$ cat config.mk
export PLATFORM = sky130hd
export DESIGN_NAME = alu_cmd_seq
export DESIGN_NICKNAME = d
export VERILOG_FILES = /design/src/rtl/alu_pkg.sv /design/src/rtl/alu_sync_fifo.sv /design/src/rtl/alu_cmd_seq.sv
export SDC_FILE = /design/constraint.sdc
export NUM_CORES = 1
export LEC_CHECK = 0
export CORE_ASPECT_RATIO = 0.9
export CORE_MARGIN = 3
export CORE_UTILIZATION = 61
export DETAILED_ROUTE_END_ITERATION = 10
export PLACE_DENSITY = 0.84
export SLEW_MARGIN = 10
export SYNTH_ARGS = -nofsm -noshare
export SYNTH_HDL_FRONTEND = slang
export SYNTH_SLANG_ARGS = --single-unit
$ cat constraint.sdc
create_clock -name clk -period 7.31 [get_ports clk]
set_clock_uncertainty 0.15 [all_clocks]
set_input_delay 1.0965 -clock clk [delete_from_list [all_inputs] [get_ports clk]]
set_output_delay 1.0965 -clock clk [all_outputs]
set_load 0.03 [all_outputs]
$ cat src/rtl/alu_pkg.sv
// alu_pkg: shared opcode, command/result types and ALU timing for the command sequencer
package alu_pkg;
  typedef enum logic [1:0] {ADD, SUB, INV, ROR} alu_op_e;
  typedef struct packed {
    logic signed [3:0] a;
    logic signed [3:0] b;
    alu_op_e           op;
    logic [1:0]        tag;
  } alu_cmd_t;
  typedef struct packed {
    logic signed [4:0] c;
    alu_op_e           op;
    logic [1:0]        tag;
  } alu_res_t;
  localparam int ALU_LATENCY = 1;
endpackage

$ cat src/rtl/alu_sync_fifo.sv
// alu_sync_fifo: power-of-two deep synchronous FIFO carrying an arbitrary packed type
module alu_sync_fifo #(
  parameter type T     = logic,
  parameter int  DEPTH = 4
) (
  input  logic                     clk,
  input  logic                     rst,
  input  logic                     i_push,
  input  T                         i_data,
  input  logic                     i_pop,
  output T                         o_data,
  output logic [$clog2(DEPTH):0]   o_count,
  output logic                     o_empty
);
  localparam int AW = $clog2(DEPTH);
  T r_mem [DEPTH];
  logic [AW-1:0] r_wp, r_rp;
  logic [AW:0] r_cnt;
  logic w_push, w_pop;
  assign w_push  = i_push && (r_cnt < (AW+1)'(DEPTH));
  assign w_pop   = i_pop && (r_cnt != '0);
  assign o_data  = r_mem[r_rp];
  assign o_count = r_cnt;
  assign o_empty = (r_cnt == '0);
  // pointers wrap naturally at DEPTH; push and pop together leave the count unchanged
  always_ff @(posedge clk) begin
    if (rst) begin
      r_wp  <= '0;
      r_rp  <= '0;
      r_cnt <= '0;
    end else begin
      if (w_push) r_wp <= r_wp + AW'(1);
      if (w_pop) r_rp <= r_rp + AW'(1);
      r_cnt <= r_cnt + (AW+1)'(w_push) - (AW+1)'(w_pop);
    end
  end
  // storage needs no reset: the count alone decides what is valid
  always_ff @(posedge clk) begin
    if (w_push) r_mem[r_wp] <= i_data;
  end
endmodule

$ cat src/rtl/alu_cmd_seq.sv
// alu_cmd_seq: queues ALU commands, issues them under result-FIFO credit, and collects tagged results in order
module alu_cmd_seq
  import alu_pkg::*;
#(
  parameter int DEPTH = 4
) (
  input  logic              clk,
  input  logic              rst,
  input  logic              cmd_valid,
  output logic              cmd_ready,
  input  logic signed [3:0] cmd_a,
  input  logic signed [3:0] cmd_b,
  input  logic [1:0]        cmd_op,
  input  logic [1:0]        cmd_tag,
  output logic signed [3:0] alu_a,
  output logic signed [3:0] alu_b,
  output logic [1:0]        alu_opcode,
  input  logic signed [4:0] alu_c,
  output logic              res_valid,
  input  logic              res_ready,
  output logic signed [4:0] res_c,
  output logic [1:0]        res_tag,
  output logic [1:0]        res_op
);
  localparam int CW = $clog2(DEPTH) + 1;
  localparam int PL = ALU_LATENCY + 1;
  alu_cmd_t w_cmd_in, w_cmd_head;
  alu_res_t w_res_in, w_res_head;
  logic [CW-1:0] w_cmd_cnt, w_res_cnt;
  logic w_cmd_empty, w_res_empty, w_push, w_issue;
  logic [PL-1:0] r_v;
  alu_op_e r_op [PL];
  logic [1:0] r_tag [PL];
  assign cmd_ready = !rst && (w_cmd_cnt < CW'(DEPTH));
  assign w_push    = cmd_valid && cmd_ready;
  assign w_cmd_in  = '{a: cmd_a, b: cmd_b, op: alu_op_e'(cmd_op), tag: cmd_tag};
  assign w_issue   = !w_cmd_empty && (int'(w_res_cnt) + $countones(r_v) < DEPTH);
  assign w_res_in  = '{c: alu_c, op: r_op[PL-1], tag: r_tag[PL-1]};
  assign res_valid = !w_res_empty;
  assign res_c     = w_res_head.c;
  assign res_tag   = w_res_head.tag;
  assign res_op    = w_res_head.op;
  alu_sync_fifo #(.T(alu_cmd_t), .DEPTH(DEPTH)) u_cmd_fifo (
    .clk(clk), .rst(rst), .i_push(w_push), .i_data(w_cmd_in), .i_pop(w_issue),
    .o_data(w_cmd_head), .o_count(w_cmd_cnt), .o_empty(w_cmd_empty)
  );
  alu_sync_fifo #(.T(alu_res_t), .DEPTH(DEPTH)) u_res_fifo (
    .clk(clk), .rst(rst), .i_push(r_v[PL-1]), .i_data(w_res_in), .i_pop(res_valid && res_ready),
    .o_data(w_res_head), .o_count(w_res_cnt), .o_empty(w_res_empty)
  );
  // operand registers feeding the ALU load only on issue and hold otherwise
  always_ff @(posedge clk) begin
    if (rst) begin
      alu_a      <= '0;
      alu_b      <= '0;
      alu_opcode <= '0;
    end else if (w_issue) begin
      alu_a      <= w_cmd_head.a;
      alu_b      <= w_cmd_head.b;
      alu_opcode <= w_cmd_head.op;
    end
  end
  // valid shift register tracks issued commands until their ALU result is captured
  always_ff @(posedge clk) begin
    if (rst) r_v <= '0;
    else r_v <= {r_v[PL-2:0], w_issue};
  end
  // tag/op travel alongside the valid bits; they only matter where the valid is set
  always_ff @(posedge clk) begin
    r_op[0]  <= w_cmd_head.op;
    r_tag[0] <= w_cmd_head.tag;
    for (int i = 1; i < PL; i++) begin
      r_op[i]  <= r_op[i-1];
      r_tag[i] <= r_tag[i-1];
    end
  end
endmodule

==> load_flow_metrics.sql <==
INSERT INTO impl_metrics (metric_group, metric, value, unit) VALUES
('floorplan', 'die_width', '97.95', 'um'),
('logic_synthesis', 'post-synth-top-count-cell', 'sky130_fd_sc_hd__edfxtp_1', ''),
('global_route', 'number_of_antenna_violations_at_the_first_check_in_global_routing', '0', ''),
('finish', 'finalNetCount', '354', ''),
('sta', 'slew-limit-headroom', '0.4559', ''),
('drt', 'first_iter_violations', '103', ''),
('drt', 'post-route-drc-count', '0', ''),
('floorplan', 'boundaryPins', '42', ''),
('logic_synthesis', 'yosys-top-cells-count', '84 x sky130_fd_sc_hd__edfxtp_1, 38 x sky130_fd_sc_hd__dfxtp_1, 21 x sky130_fd_sc_hd__mux4_2', ''),
('logic_synthesis', 'postSynth.asyncResetShare', '0', ''),
('clock_tree', 'cts_sinks', '122', ''),
('floorplan', 'initial_core_util', '0.6429', ''),
('sta', 'fin_setup_tns', '0', 'ps'),
('clock_tree', 'ctsLongestPathBuffers', '2', ''),
('logic_synthesis', 'synth_top_area_share', '0.5434', ''),
('global_route', 'grt_first_pass_wirelength', '12190', 'um'),
('finish', 'fillerInstances', '367', ''),
('worst_setup_path', 'endpoint_kind', 'output port', ''),
('power', 'seq_power_share', '0.420', ''),
('power', 'powerDensity', '397.8', 'nW/um^2'),
('worst_setup_path', 'r2r-start', 'u_res_fifo.o_count[0]', ''),
('power', 'power.clock.fraction', '0.339', ''),
('finish', 'finish.instance_area', '5683', 'sq um'),
('worst_setup_path', 'cp.arrival', '2730', 'ps'),
('finish', 'proportion_of_layout_cells_with_a_drive_suffix_above_1', '0.1697', ''),
('logic_synthesis', 'post_synth_num_cell_types', '30', ''),
('sta', 'finalHoldViolCount', '0', ''),
('sta', 'fin_crit_sh', '0.5438', ''),
('logic_synthesis', 'synth_fa_ha_area_frac', '0.04636', ''),
('clock_tree', 'cts-resized-gates', '0', ''),
('job', 'drv.max_cap_violation_count', '0', ''),
('logic_synthesis', 'synth_top_family_by_area', 'multiplexers', ''),
('power', 'power.static_leakage', '2.036', 'nW'),
('global_route', 'global_route.overflow_total', '0', ''),
('power', 'cell_internal_pwr', '1.627', 'mW'),
('logic_synthesis', 'xor_xnor_fraction_of_synth_area', '0.01321', ''),
('power', 'vdd.ir_drop.worst', '0.0002810', 'V'),
('logic_synthesis', 'syn-instance-count', '267', ''),
('logic_synthesis', 'fraction_of_the_mapped_netlist_area_in_compound_gates', '0.01186', ''),
('worst_setup_path', 'cp-start-kind', 'primary input', ''),
('placement', 'portBuffers', '41', ''),
('logic_synthesis', 'synth_nets', '304', ''),
('global_route', 'vias_in_the_first_global_route', '2405', ''),
('power', 'combPwrFrac', '0.241', ''),
('clock_tree', 'cts.htree.levels', '4', ''),
('logic_synthesis', 'netlist.top_cell.by_area', 'sky130_fd_sc_hd__edfxtp_1', ''),
('outcome', 'outcome', 'finished, final reports clean', ''),
('clock_tree', 'cts.clk_slew.worst_paths', '50', 'ps'),
('clock_tree', 'numCtsBuffers', '17', ''),
('logic_synthesis', 'netlist_area', '4642', 'sq um'),
('drt', 'first_pass_iters', '4', ''),
('logic_synthesis', 'ys_warns', '0', ''),
('worst_setup_path', 'worstPathMaxFanout', '40', ''),
('logic_synthesis', 'synth_seq_area_share', '0.7073', ''),
('floorplan', 'design.die.area', '8694', 'sq um'),
('logic_synthesis', 'post_synth.cell_area_avg', '17.39', 'sq um'),
('clock_tree', 'worst_skew_pair.late_latency', '500', 'ps'),
('floorplan', 'placeableCoreArea', '7221', 'sq um'),
('clock_tree', 'post-cts-setup-buffer-count', '0', ''),
('sta', 'max_slew.worst_pin.slew', '815.0', 'ps'),
('logic_synthesis', 'synth_simple_gate_area_share', '0.06927', ''),
('power', 'power.switching_fraction', '0.2802', ''),
('clock_tree', 'tritoncts', 'built', ''),
('sta', 'report.final.setup_viol', '0', ''),
('drt', 'route.detailed.wl_per_inst', '17.46', 'um'),
('worst_setup_path', 'ff2ff_path_depth', '12', ''),
('floorplan', 'placement_rows', '29', ''),
('clock_tree', 'cts_hold_buf', '0', ''),
('drt', 'routed_wl', '7386', 'um'),
('finish', 'area.growth.synth_to_final', '22.43', '%'),
('power', 'switching_power', '0.6334', 'mW');
## worst max-delay path, stage by stage
cell and delay (ps):
sky130_fd_sc_hd__clkdlybuf4s50_1 390, sky130_fd_sc_hd__buf_4 240, sky130_fd_sc_hd__nor2_1 270, sky130_fd_sc_hd__clkdlybuf4s50_1 730
## layout by cell type (no fill, tap or decap), drive strengths merged
cell type      count
a21bo              1
a21oi              3
and2               5
and2b              1
and3               4
buf                1
bufinv             1
clkbuf            25
clkdlybuf4s50     41
clkinv             4
clkinvlp           2
dfxtp             38
edfxtp            84
fa                 2
ha                14
inv               12
mux2               3
mux2i             10
mux4              21
nand2              4
nand2b            20
nor2              15
nor2b              6
o21bai             1
o31a               1
o31ai              1
or3                3
xnor2              4
xor2               3
## per-stage QoR
stage                     total power [mW]  setup slack, ps    util  hold WS, ps  cells
after CTS                            2.289             3322  0.7870        174.9    423
after global routing                 2.362             3234  0.7870        176.0    423
after detailed placement             1.508             3320  0.7094        162.1    391
after floorplan                      1.333             4289       -        159.6    267
after global placement               1.487             3358  0.7094        160.1    391
final                                2.261             3335  0.7870        174.9    423
## state kept, by name, summed over array words and instances, names as in the netlist, named ones only
name,flops
u_res_fifo.r_mem,36
u_res_fifo.o_count,3
u_cmd_fifo.r_rp,2
alu_a,4
u_cmd_fifo.r_mem,48
u_res_fifo.r_wp,2
u_cmd_fifo.o_count,3
u_res_fifo.r_rp,2
alu_opcode,2
r_op,4
r_v,2
alu_b,4
r_tag,4
u_cmd_fifo.r_wp,2
## cells by family after synthesis
kind of cell | count (synthesis)
flops | 122
simple gates | 58
buf+inv | 23
fa+ha+maj | 16
mux | 34
compound gates | 7
xor+xnor | 7
## per-layer routing
| metal | part of all wire | up-vias | GRT usage |
|---|---|---|---|
| met1 | 0.40 | 1165 | 0.2147 |
| met4 | 0.012 | 0 | 0.08176 |
| li1 | - | 1088 | - |
| met3 | 0.045 | 6 | 0.06935 |
| met5 | 0 | - | 0 |
| met2 | 0.54 | 46 | 0.3387 |
## power by group through the flow
stage,combinational [mW],clock [mW],sequential [mW]
2_1_floorplan,0.372,0,0.961
3_3_place_gp,0.528,0,0.959
3_5_place_dp,0.544,0,0.964
4_1_cts,0.552,0.782,0.954
5_1_grt,0.587,0.808,0.967
6_report,0.544,0.766,0.950
## path summary, 6_finish.rpt
kind | endpoint | slack, ps
worst max-delay path | cmd_ready | 3330
worst min-delay path | r_tag[0][2] | 170
worst max register to register | u_cmd_fifo.o_count[2] | 4500
worst min register to register | r_tag[0][2] | 170
## cell type report
| class | count | area [sq um] | area share |
|---|---|---|---|
| clock buffer | 25 | 495.5 | 0.08719 |
| tap | 93 | 116.4 | 0.02048 |
| sequential | 122 | 3283 | 0.5777 |
| multi-input combinational | 122 | 1260 | 0.2217 |
| clock inverter | 7 | 65.06 | 0.01145 |
| inverter | 12 | 45.04 | 0.007926 |
| timing repair buffer | 42 | 417.9 | 0.07354 |
(Power assumes the default switching activity.)
